--- config.mk ---
export PLATFORM = sky130hd
export DESIGN_NAME = hermes_inport
export DESIGN_NICKNAME = d
export VERILOG_FILES = /design/src/rtl/hermes_pkg.sv /design/src/rtl/hermes_fifo.sv /design/src/rtl/hermes_inport.sv
export SDC_FILE = /design/constraint.sdc
export NUM_CORES = 1
export LEC_CHECK = 0
export BUFFER_PORTS_ARGS = -buffer_cell sky130_fd_sc_hd__buf_2
export CAP_MARGIN = 10
export CORE_ASPECT_RATIO = 1.2
export CORE_MARGIN = 2
export CORE_UTILIZATION = 52
export DETAILED_ROUTE_END_ITERATION = 6
export GPL_TIMING_DRIVEN = 0
export PLACE_DENSITY = 0.74
export SLEW_MARGIN = 25
export SYNTH_ARGS = -nofsm -noshare
export SYNTH_HDL_FRONTEND = slang
export SYNTH_SLANG_ARGS = --single-unit
--- constraint.sdc ---
create_clock -name clk_i -period 3.1 [get_ports clk_i]
set_input_delay 0.155 -clock clk_i [delete_from_list [all_inputs] [get_ports clk_i]]
set_output_delay 0.155 -clock clk_i [all_outputs]
set_load 0.05 [all_outputs]
--- src/rtl/hermes_pkg.sv ---
// rtl/hermes_pkg.sv - shared Hermes router constants and input-port state type
package hermes_pkg;

    localparam int FLIT_SIZE = 32;
    localparam int NPORT     = 5;

    localparam int EAST  = 0;
    localparam int WEST  = 1;
    localparam int NORTH = 2;
    localparam int SOUTH = 3;
    localparam int LOCAL = 4;

    typedef enum logic [2:0] {
        IDLE    = 3'd0,
        REQ     = 3'd1,
        HEADER  = 3'd2,
        SIZE    = 3'd3,
        PAYLOAD = 3'd4
    } hermes_inport_state_t;

endpackage

--- src/rtl/hermes_fifo.sv ---
// rtl/hermes_fifo.sv - parametrised flit FIFO with explicit-compare pointer wrap
module hermes_fifo #(
    parameter int WIDTH = 32,
    parameter int DEPTH = 8
) (
    input  logic             clk,
    input  logic             rst_n,
    input  logic             wr_en,
    input  logic [WIDTH-1:0] wr_data,
    input  logic             rd_en,
    output logic [WIDTH-1:0] rd_data,
    output logic             full,
    output logic             empty
);

    localparam int PW = (DEPTH > 1) ? $clog2(DEPTH) : 1;
    localparam int CW = $clog2(DEPTH + 1);

    logic [WIDTH-1:0] mem [DEPTH];
    logic [PW-1:0]    wr_ptr;
    logic [PW-1:0]    rd_ptr;
    logic [CW-1:0]    count;
    logic             do_wr;
    logic             do_rd;

    // Full/empty come from the registered count only, so a same-cycle read never frees a slot.
    assign full    = (count == CW'(DEPTH));
    assign empty   = (count == '0);
    assign do_wr   = wr_en && !full;
    assign do_rd   = rd_en && !empty;
    assign rd_data = mem[rd_ptr];

    // Storage, pointers and occupancy; storage is cleared so the head reads zero after reset.
    always_ff @(posedge clk or negedge rst_n) begin
        if (!rst_n) begin
            for (int i = 0; i < DEPTH; i++) begin
                mem[i] <= '0;
            end
            wr_ptr <= '0;
            rd_ptr <= '0;
            count  <= '0;
        end else begin
            if (do_wr) begin
                mem[wr_ptr] <= wr_data;
                wr_ptr      <= (wr_ptr == PW'(DEPTH - 1)) ? '0 : wr_ptr + 1'b1;
            end
            if (do_rd) begin
                rd_ptr <= (rd_ptr == PW'(DEPTH - 1)) ? '0 : rd_ptr + 1'b1;
            end
            if (do_wr && !do_rd) begin
                count <= count + 1'b1;
            end else if (do_rd && !do_wr) begin
                count <= count - 1'b1;
            end
        end
    end

endmodule

--- src/rtl/hermes_inport.sv ---
// rtl/hermes_inport.sv - Hermes router input port: flit FIFO plus packet framing FSM (optional HERMES_INPORT_STATS_EN)
module hermes_inport #(
    parameter int FLIT_SIZE   = hermes_pkg::FLIT_SIZE,
    parameter int BUFFER_SIZE = 8
) (
    input  logic                 clk_i,
    input  logic                 rst_ni,
    input  logic                 rx_i,
    input  logic [FLIT_SIZE-1:0] data_i,
    output logic                 credit_o,
    output logic                 req_o,
    output logic [FLIT_SIZE-1:0] header_o,
    input  logic                 ack_i,
    output logic                 tx_o,
    output logic [FLIT_SIZE-1:0] data_o,
    input  logic                 credit_i,
    output logic                 eop_o,
    output logic                 sending_o
`ifdef HERMES_INPORT_STATS_EN
   ,output logic [31:0]          pkt_count_o
`endif
);

    import hermes_pkg::*;

    localparam logic [2:0] ST_IDLE    = 3'(IDLE);
    localparam logic [2:0] ST_REQ     = 3'(REQ);
    localparam logic [2:0] ST_HEADER  = 3'(HEADER);
    localparam logic [2:0] ST_SIZE    = 3'(SIZE);
    localparam logic [2:0] ST_PAYLOAD = 3'(PAYLOAD);

    logic [2:0]           state;
    logic [FLIT_SIZE-1:0] pay_cnt;
    logic                 full;
    logic                 empty;
    logic                 transfer;

    hermes_fifo #(
        .WIDTH (FLIT_SIZE),
        .DEPTH (BUFFER_SIZE)
    ) u_fifo (
        .clk     (clk_i),
        .rst_n   (rst_ni),
        .wr_en   (rx_i),
        .wr_data (data_i),
        .rd_en   (transfer),
        .rd_data (data_o),
        .full    (full),
        .empty   (empty)
    );

    // A non-empty head while idle is a header, so the request is raised without waiting
    // for the state register; that lets a flit written in cycle t request in cycle t+1.
    assign credit_o  = !full;
    assign req_o     = (state == ST_REQ) || (state == ST_IDLE && !empty);
    assign header_o  = data_o;
    assign sending_o = (state == ST_HEADER) || (state == ST_SIZE) || (state == ST_PAYLOAD);
    assign tx_o      = sending_o && !empty;
    assign transfer  = tx_o && credit_i;
    assign eop_o     = transfer && (((state == ST_SIZE) && (data_o == '0)) ||
                                    ((state == ST_PAYLOAD) && (pay_cnt == FLIT_SIZE'(1))));

    // Packet framing: request a route, then drain header, size and exactly N payload flits.
    always_ff @(posedge clk_i or negedge rst_ni) begin
        if (!rst_ni) begin
            state   <= ST_IDLE;
            pay_cnt <= '0;
        end else begin
            case (state)
                ST_IDLE: begin
                    if (!empty) begin
                        state <= ack_i ? ST_HEADER : ST_REQ;
                    end
                end
                ST_REQ: begin
                    if (ack_i) begin
                        state <= ST_HEADER;
                    end
                end
                ST_HEADER: begin
                    if (transfer) begin
                        state <= ST_SIZE;
                    end
                end
                ST_SIZE: begin
                    if (transfer) begin
                        pay_cnt <= data_o;
                        state   <= (data_o == '0) ? ST_IDLE : ST_PAYLOAD;
                    end
                end
                ST_PAYLOAD: begin
                    if (transfer) begin
                        pay_cnt <= pay_cnt - 1'b1;
                        if (pay_cnt == FLIT_SIZE'(1)) begin
                            state <= ST_IDLE;
                        end
                    end
                end
                default: state <= ST_IDLE;
            endcase
        end
    end

`ifdef HERMES_INPORT_STATS_EN
    // Completed-packet counter; wraps naturally at 32 bits.
    always_ff @(posedge clk_i or negedge rst_ni) begin
        if (!rst_ni) begin
            pkt_count_o <= '0;
        end else if (eop_o) begin
            pkt_count_o <= pkt_count_o + 32'd1;
        end
    end
`endif

endmodule

=== After elaboration in Yosys (flattened, before gate mapping) ===
Cells that the tools add are included.

* Flip-flop bits (word level): 301
* Latch bits: 0
* RAM bits: 0
* Memory bits (read-only): 0
* Output and inout bits: 69
* Memories kept: 0

* Add/sub/neg operators: 5
* Multiply operators: 0
* Divide/modulo/power cells: 0
* $lt $le $gt $ge: 3
* Eq/ne operators: 14
* Shifts and indexed selects: 0
* Multiplexer cells: 22
* Bitwise gates (word level): 2
* Reductions and logical operators: 26

{| class="wikitable"
|+ Operators by type and width
! cell !! number
|-
| bitwise mux 256 bit || 1
|-
| 2-to-1 mux 32 bit || 5
|-
| binary-select mux 32 bit (select 3 bit) || 1
|-
| demux 32 bit (select 3 bit) || 1
|-
| one-hot mux 32 bit (2 select lines) || 1
|-
| equality test 32 x 1 -> 1 bit (second input constant) || 1
|-
| zero test 32 bit || 1
|-
| subtractor 32 x 1 -> 32 bit (second input constant) || 1
|-
| 2-to-1 mux 3 bit || 9
|-
| one-hot mux 3 bit (5 select lines) || 1
|-
| logical AND 1 bit || 11
|-
| inequality test 2 bit (second input constant) || 5
|-
| equality test 3 bit (second input constant) || 3
|-
| >= comparator 4 bit (second input constant) || 2
|-
| 2-to-1 mux 4 bit || 2
|-
| inverter 3 -> 4 bit || 2
|-
| adder 3 x 1 -> 3 bit (second input constant) || 2
|-
| equality test 3 x 2 -> 1 bit (second input constant) || 2
|-
| AND reduction 6 bit || 1
|-
| adder 4 x 1 -> 4 bit (second input constant) || 1
|-
| equality test 4 bit (second input constant) || 1
|-
| zero test 1 bit || 4
|-
| zero test 4 bit || 1
|-
| logical OR 1 bit || 4
|-
| other kinds (8) || 9
|}

=== Longest topological paths before layout ===
* Depth in word-level cells: 9
* Mapped depth: 12

=== Modules after synthesis ===
From an unflattened synthesis, not the netlist that was laid out.

* Cell total of the unflattened synthesis: 1052
* Area, all modules: 14805.4 um2

{| class="wikitable"
|+ By module, submodules not included
! module !! instances !! cells each !! area an instance (um2)
|-
| hermes_fifo || 1 || 720 || 12114.1
|-
| hermes_inport || 1 || 332 || 2691.3
|}

=== Worst setup path after synthesis ===
OpenSTA, ideal clock, no wires.

* Kind: register -> output
* From: reg u_fifo.rd_ptr[1]
* To: out eop_o
* Data arrival time: 3.680 ns
* Data required time: 2.945 ns
* Slack: -0.735 ns
* Stages on the path, launching flop included: 10
* Cells stage by stage: dfrtp_1 -> buf_2 -> buf_2 -> mux4_2 -> nand2_1 -> o221ai_1 -> nand4b_1 -> or4_1 -> or4_4 -> o32ai_2

* Word-level cells in the longest chain between the ends: 8

{| class="wikitable"
|+ Ends and longest elaborated chain
! element !! RTL line !! RTL
|-
| start: declaration || hermes_fifo.sv:21 || <nowiki>logic [PW-1:0] rd_ptr;</nowiki>
|-
| start signal: assignment || hermes_fifo.sv:48 || <nowiki>rd_ptr <= (rd_ptr == PW'(DEPTH - 1)) ? '0 : rd_ptr + 1'b1;</nowiki>
|-
| inverter 3 -> 4 bit (implied by the code) || hermes_fifo.sv:31 || <nowiki>assign rd_data = mem[rd_ptr];</nowiki>
|-
| binary-select mux 32 bit (select 3 bit) || hermes_fifo.sv:31 ||
|-
| 2-to-1 mux 32 bit (implied by the code) (2 in series) || hermes_fifo.sv:31 ||
|-
| via data_o[3] || hermes_inport.sv:15 || <nowiki>output logic [FLIT_SIZE-1:0] data_o,</nowiki>
|-
| zero test 32 bit || hermes_inport.sv:60 || <nowiki>assign eop_o = transfer && (((state == ST_SIZE) && (data_o == '0)) ||</nowiki>
|-
| logical AND 1 bit || hermes_inport.sv:60 ||
|-
| logical OR 1 bit || hermes_inport.sv:60 ||
|-
| logical AND 1 bit || hermes_inport.sv:60 ||
|-
| end: declaration || hermes_inport.sv:17 || <nowiki>output logic eop_o,</nowiki>
|}

The timed path passes the listed nets, and every way through them passes these cells. The select of a mux whose other input is x is not followed.

=== Final worst setup path ===
* From: reg u_fifo.rd_ptr[1]
* To: out eop_o

* Word-level cells in the longest chain between the ends: 8

{| class="wikitable"
|+ Ends and longest elaborated chain
! element !! RTL line
|-
| inverter 3 -> 4 bit (implied by the code) || hermes_fifo.sv:31
|-
| binary-select mux 32 bit (select 3 bit) || hermes_fifo.sv:31
|-
| 2-to-1 mux 32 bit (implied by the code) (2 in series) || hermes_fifo.sv:31
|-
| zero test 32 bit || hermes_inport.sv:60
|-
| logical AND 1 bit || hermes_inport.sv:60
|-
| logical OR 1 bit || hermes_inport.sv:60
|-
| logical AND 1 bit || hermes_inport.sv:60
|}

Every way passes these cells. The select of a mux whose other input is x is not followed.

==> impl_summary.md <==
Run status
The run finished, with violations left. The final reports fail on setup timing.

Drt
In the routed design, unresolved DRC markers number 0. The first TritonRoute pass finished after 5 iterations. The via density per instance is 5.99. The final wirelength is 36,700 um. For this block, the initial DRC count from the detailed router was 667. In the final routed layout, each cell accounts on average for 22.5 um.

The detailed-route via count is 9,758. The detail route stage leaves a number of antenna-violating nets equal to 0.

STA
The total of endpoints with negative setup slack in the final report is 1. The remaining max-slew budget at the tightest pin is 33.5%. Derived from the worst setup path, the maximum achievable clock frequency is 0.262 GHz. The final count of hold timing violations is 0. The clock arrives with 0.0137 ns of skew.

The period utilization is 123%. The final critical delay including setup and external delays is 3.82 ns. The worst-margin pin slew is 0.984 ns. Setup repair after global routing could not meet its margin everywhere. The count of final max-slew check failures is 0. After layout, the worst setup slack is -0.721 ns.

The tightest hold path in the finished design has a slack of 0.0242 ns.

Clocking
The clock-pin slew on the worst setup and hold paths is 0.07 ns. The clock tree from TritonCTS is yes. Clock tree synthesis inserted a total of 30 buffers. The longest clock path from root to sink contains 3 buffers. The latest clock arrival within the worst-skew pair is 0.56 ns. The cell chosen for the clock root is clkbuf_16. In this run the number of H-tree levels came out at 1. Counting every sink on the clock net gives 301.

Layout
Leaving out fill and tap cells, the most frequent cell in the layout is dfrtp_1. The top cell types in the final layout, fill and taps aside, are dfrtp_1, mux2_2, buf_2, mux2_1, mux4_2. The area growth from synthesis to layout is 19.7%. The count of antenna diodes in the layout is 0.

The post-route standard cell area excluding fillers is 17,300 um^2. The number of nets in the layout is 1,314. The finished layout holds 1,629 standard cells, fillers aside.

In the final layout, the share of cells above drive strength 1 is 40.7%.

Global route
The first global-routing pass estimated 57,800 um of wire. Entering global routing, the biggest net connects 87 pins. In the global route stage, overall resource usage came out at 25.7%. The total global routing overflow is 0. The number of antenna violations at the first check in global routing was 0. The number of global-route vias before repair is 10,100.

Job
The tool flagged a number of max-cap violations equal to 0.

Setup path
Data on the critical path is required at its endpoint by 2.94 ns. The kind of launch point of the worst setup path is a flip-flop. The cell type with the highest occurrence count on the critical path is buf_6.

The arrival time of data at the critical path endpoint is 3.67 ns. The critical path is of the reg2out type. The signal on the critical path passes through buf_6 > buf_12 > mux4_2 > mux2i_4 > inv_1 > nor4_2 > nand4_1 > or4_4 > o32ai_4 > buf_6. Along the worst path, the maximum fanout reaches 10. For this run, the slowest stage of the critical path takes 0.54 ns.

The worst setup path is captured at an output pin. On the critical path, the stage with the largest delay is an instance of mux4_2.

Synthesis
The most used flip-flop cell after synthesis is dfrtp_1. The netlist area before placement is 14,500 um^2. Counting flops with a built-in enable in the synthesized netlist gives 0. After synthesis, the share of flip-flops with an asynchronous set or reset is 100%. The synthesized netlist devotes 6.44% of its cell area to compound gates.

The cell taking the most area after synthesis is dfrtp_1. The portion of synthesized cell area occupied by the leading cell type is 52.0%. Measured against the total synthesized area, the mux share comes to 30.9%. After synthesis the netlist holds a flip-flop and latch count of 301.

The post-synthesis share of cell area spent on and, or, nand and nor gates is 5.13%. Sorting the synthesized cells by area gives the leading types as dfrtp_1, mux2_2, mux4_2, mux2_1, mux2i_1. The synthesized net count is 1,132. After Yosys synthesis, full adders, half adders and majority gates account for 0.915% of the synthesized area. The count of cell types in the netlist is 59.

The synthesized netlist cell count is 1,085. The sequential cell area fraction in the yosys report is 52.0%. Averaged over all synthesized cells, the footprint is 13.4 um^2. The XOR/XNOR share of the synthesized area is 0.242%. The yosys synthesis warning count is 0.

The largest family of logic cells by synthesized area is multiplexers.

Placed design
In this run, placement finished with an instance count of 1,533. Port buffering added 105 buffers. After legalization and detailed placement, the total HPWL measured 24,700 um.

The routability congestion estimate from global placement is 0.902. The cell area after placement is 15,600 um^2.

Worst hold path
In this run the worst hold path is classified as in2reg.

Floorplanning
In this run the core area contains 66 standard-cell rows. For this configuration, the core starts out at a cell density of 53.2%. The core region is 27,300 um^2.

The vertical die dimension is 187 um. Measured along the x axis, the die boundary spans 156 um. The die area is 29,200 um^2.

The top-level port count is 106.
-- registers in the layout, indices dropped and copies added, names as in the netlist --
signal	cells
u_fifo.mem	256
u_fifo.wr_ptr	3
u_fifo.count	4
state	3
u_fifo.rd_ptr	3
pay_cnt	32
-- worst paths after layout --
| check | slack [ns] | depth (start not counted) | startpoint | endpoint |
|---|---|---|---|---|
| worst min register to register | 0.48 | 1 | u_fifo.mem[113] | u_fifo.mem[113] |
| worst max register to register | 0.09 | 9 | u_fifo.rd_ptr[1] | state[2] |
| min in group asynchronous | 0.20 | 2 | rst_ni | u_fifo.mem[218] |
| worst min-delay path | 0.02 | 5 | credit_i | state[0] |
| max in group asynchronous | 1.75 | 4 | rst_ni | u_fifo.mem[143] |
| worst max-delay path | -0.72 | 10 | u_fifo.rd_ptr[1] | eop_o |
-- cell families (layout without fill, tap and decap cells) --
| logic type | count (synthesis) | count (layout) |
|---|---|---|
| and+or+nand+nor | 147 | 147 |
| buffers and inverters | 123 | 327 |
| muxes | 355 | 355 |
| DFF | 301 | 301 |
| adders and majority gates | 10 | 10 |
| AOI/OAI and AO/OA | 145 | 145 |
| xor gates and xnor gates | 4 | 4 |
-- per-layer routing --
metal / global-route usage (%) / routed length [um]
met4: 8.96 / 1260
met2: 43.6 / 18400
met5: 0 / 0
met1: 34.6 / 15600
met3: 2.73 / 1520
-- cell type report --
class	count	area, um^2
Multi-Input combinational cell	661	6530
Clock buffer	43	881
Fill cell	2098	9910
Tap cell	340	425
Buffer	101	744
Timing Repair Buffer	150	1030
Inverter	22	82.6
Clock inverter	11	119
Sequential cell	301	7530
-- cells in the mapped netlist, drive strengths merged, types with 7 or more instances --
library cell    n
dfrtp         301
mux2i          36
nor2           31
nor3           22
ha              9
inv            22
o21ai          32
mux4           47
mux2          272
a21oi          49
nand3           7
nand2          43
buf            57
o22ai          16
or4            10
clkbuf         44
-- worst max-delay path: cells and delay by family, from the launching register on --
kind	cells	cell delay (ns)
simple gates	3	1.01
buf+inv	4	0.68
mux	2	0.79
flops	1	0.38
compound gates	1	0.23
-- what timing repair did --
item / CTS / global route
setup buffers: 3 / 4
resized for setup: 60 / 15
pin swaps: 2 / 2
setup endpoints to repair: 28 / 15
hold buffers: 35 / 0
hold endpoints to repair: 343 / 0
-- stage by stage --
step / TNS [ns] / setup WS [ns] / utilization (%)
global route: -0.821 / -0.821 / 63.6
CTS: -0.763 / -0.763 / 63.3
finish: -0.721 / -0.721 / 63.6
global placement: -1114.59 / -3.72 / 57.1
floorplan: -0.0650 / -0.0650 / -
detailed placement: -1.97 / -1.03 / 57.4
Power is not shown: default switching activity piles up to over one toggle a cycle in this logic, so the estimate is an artifact.
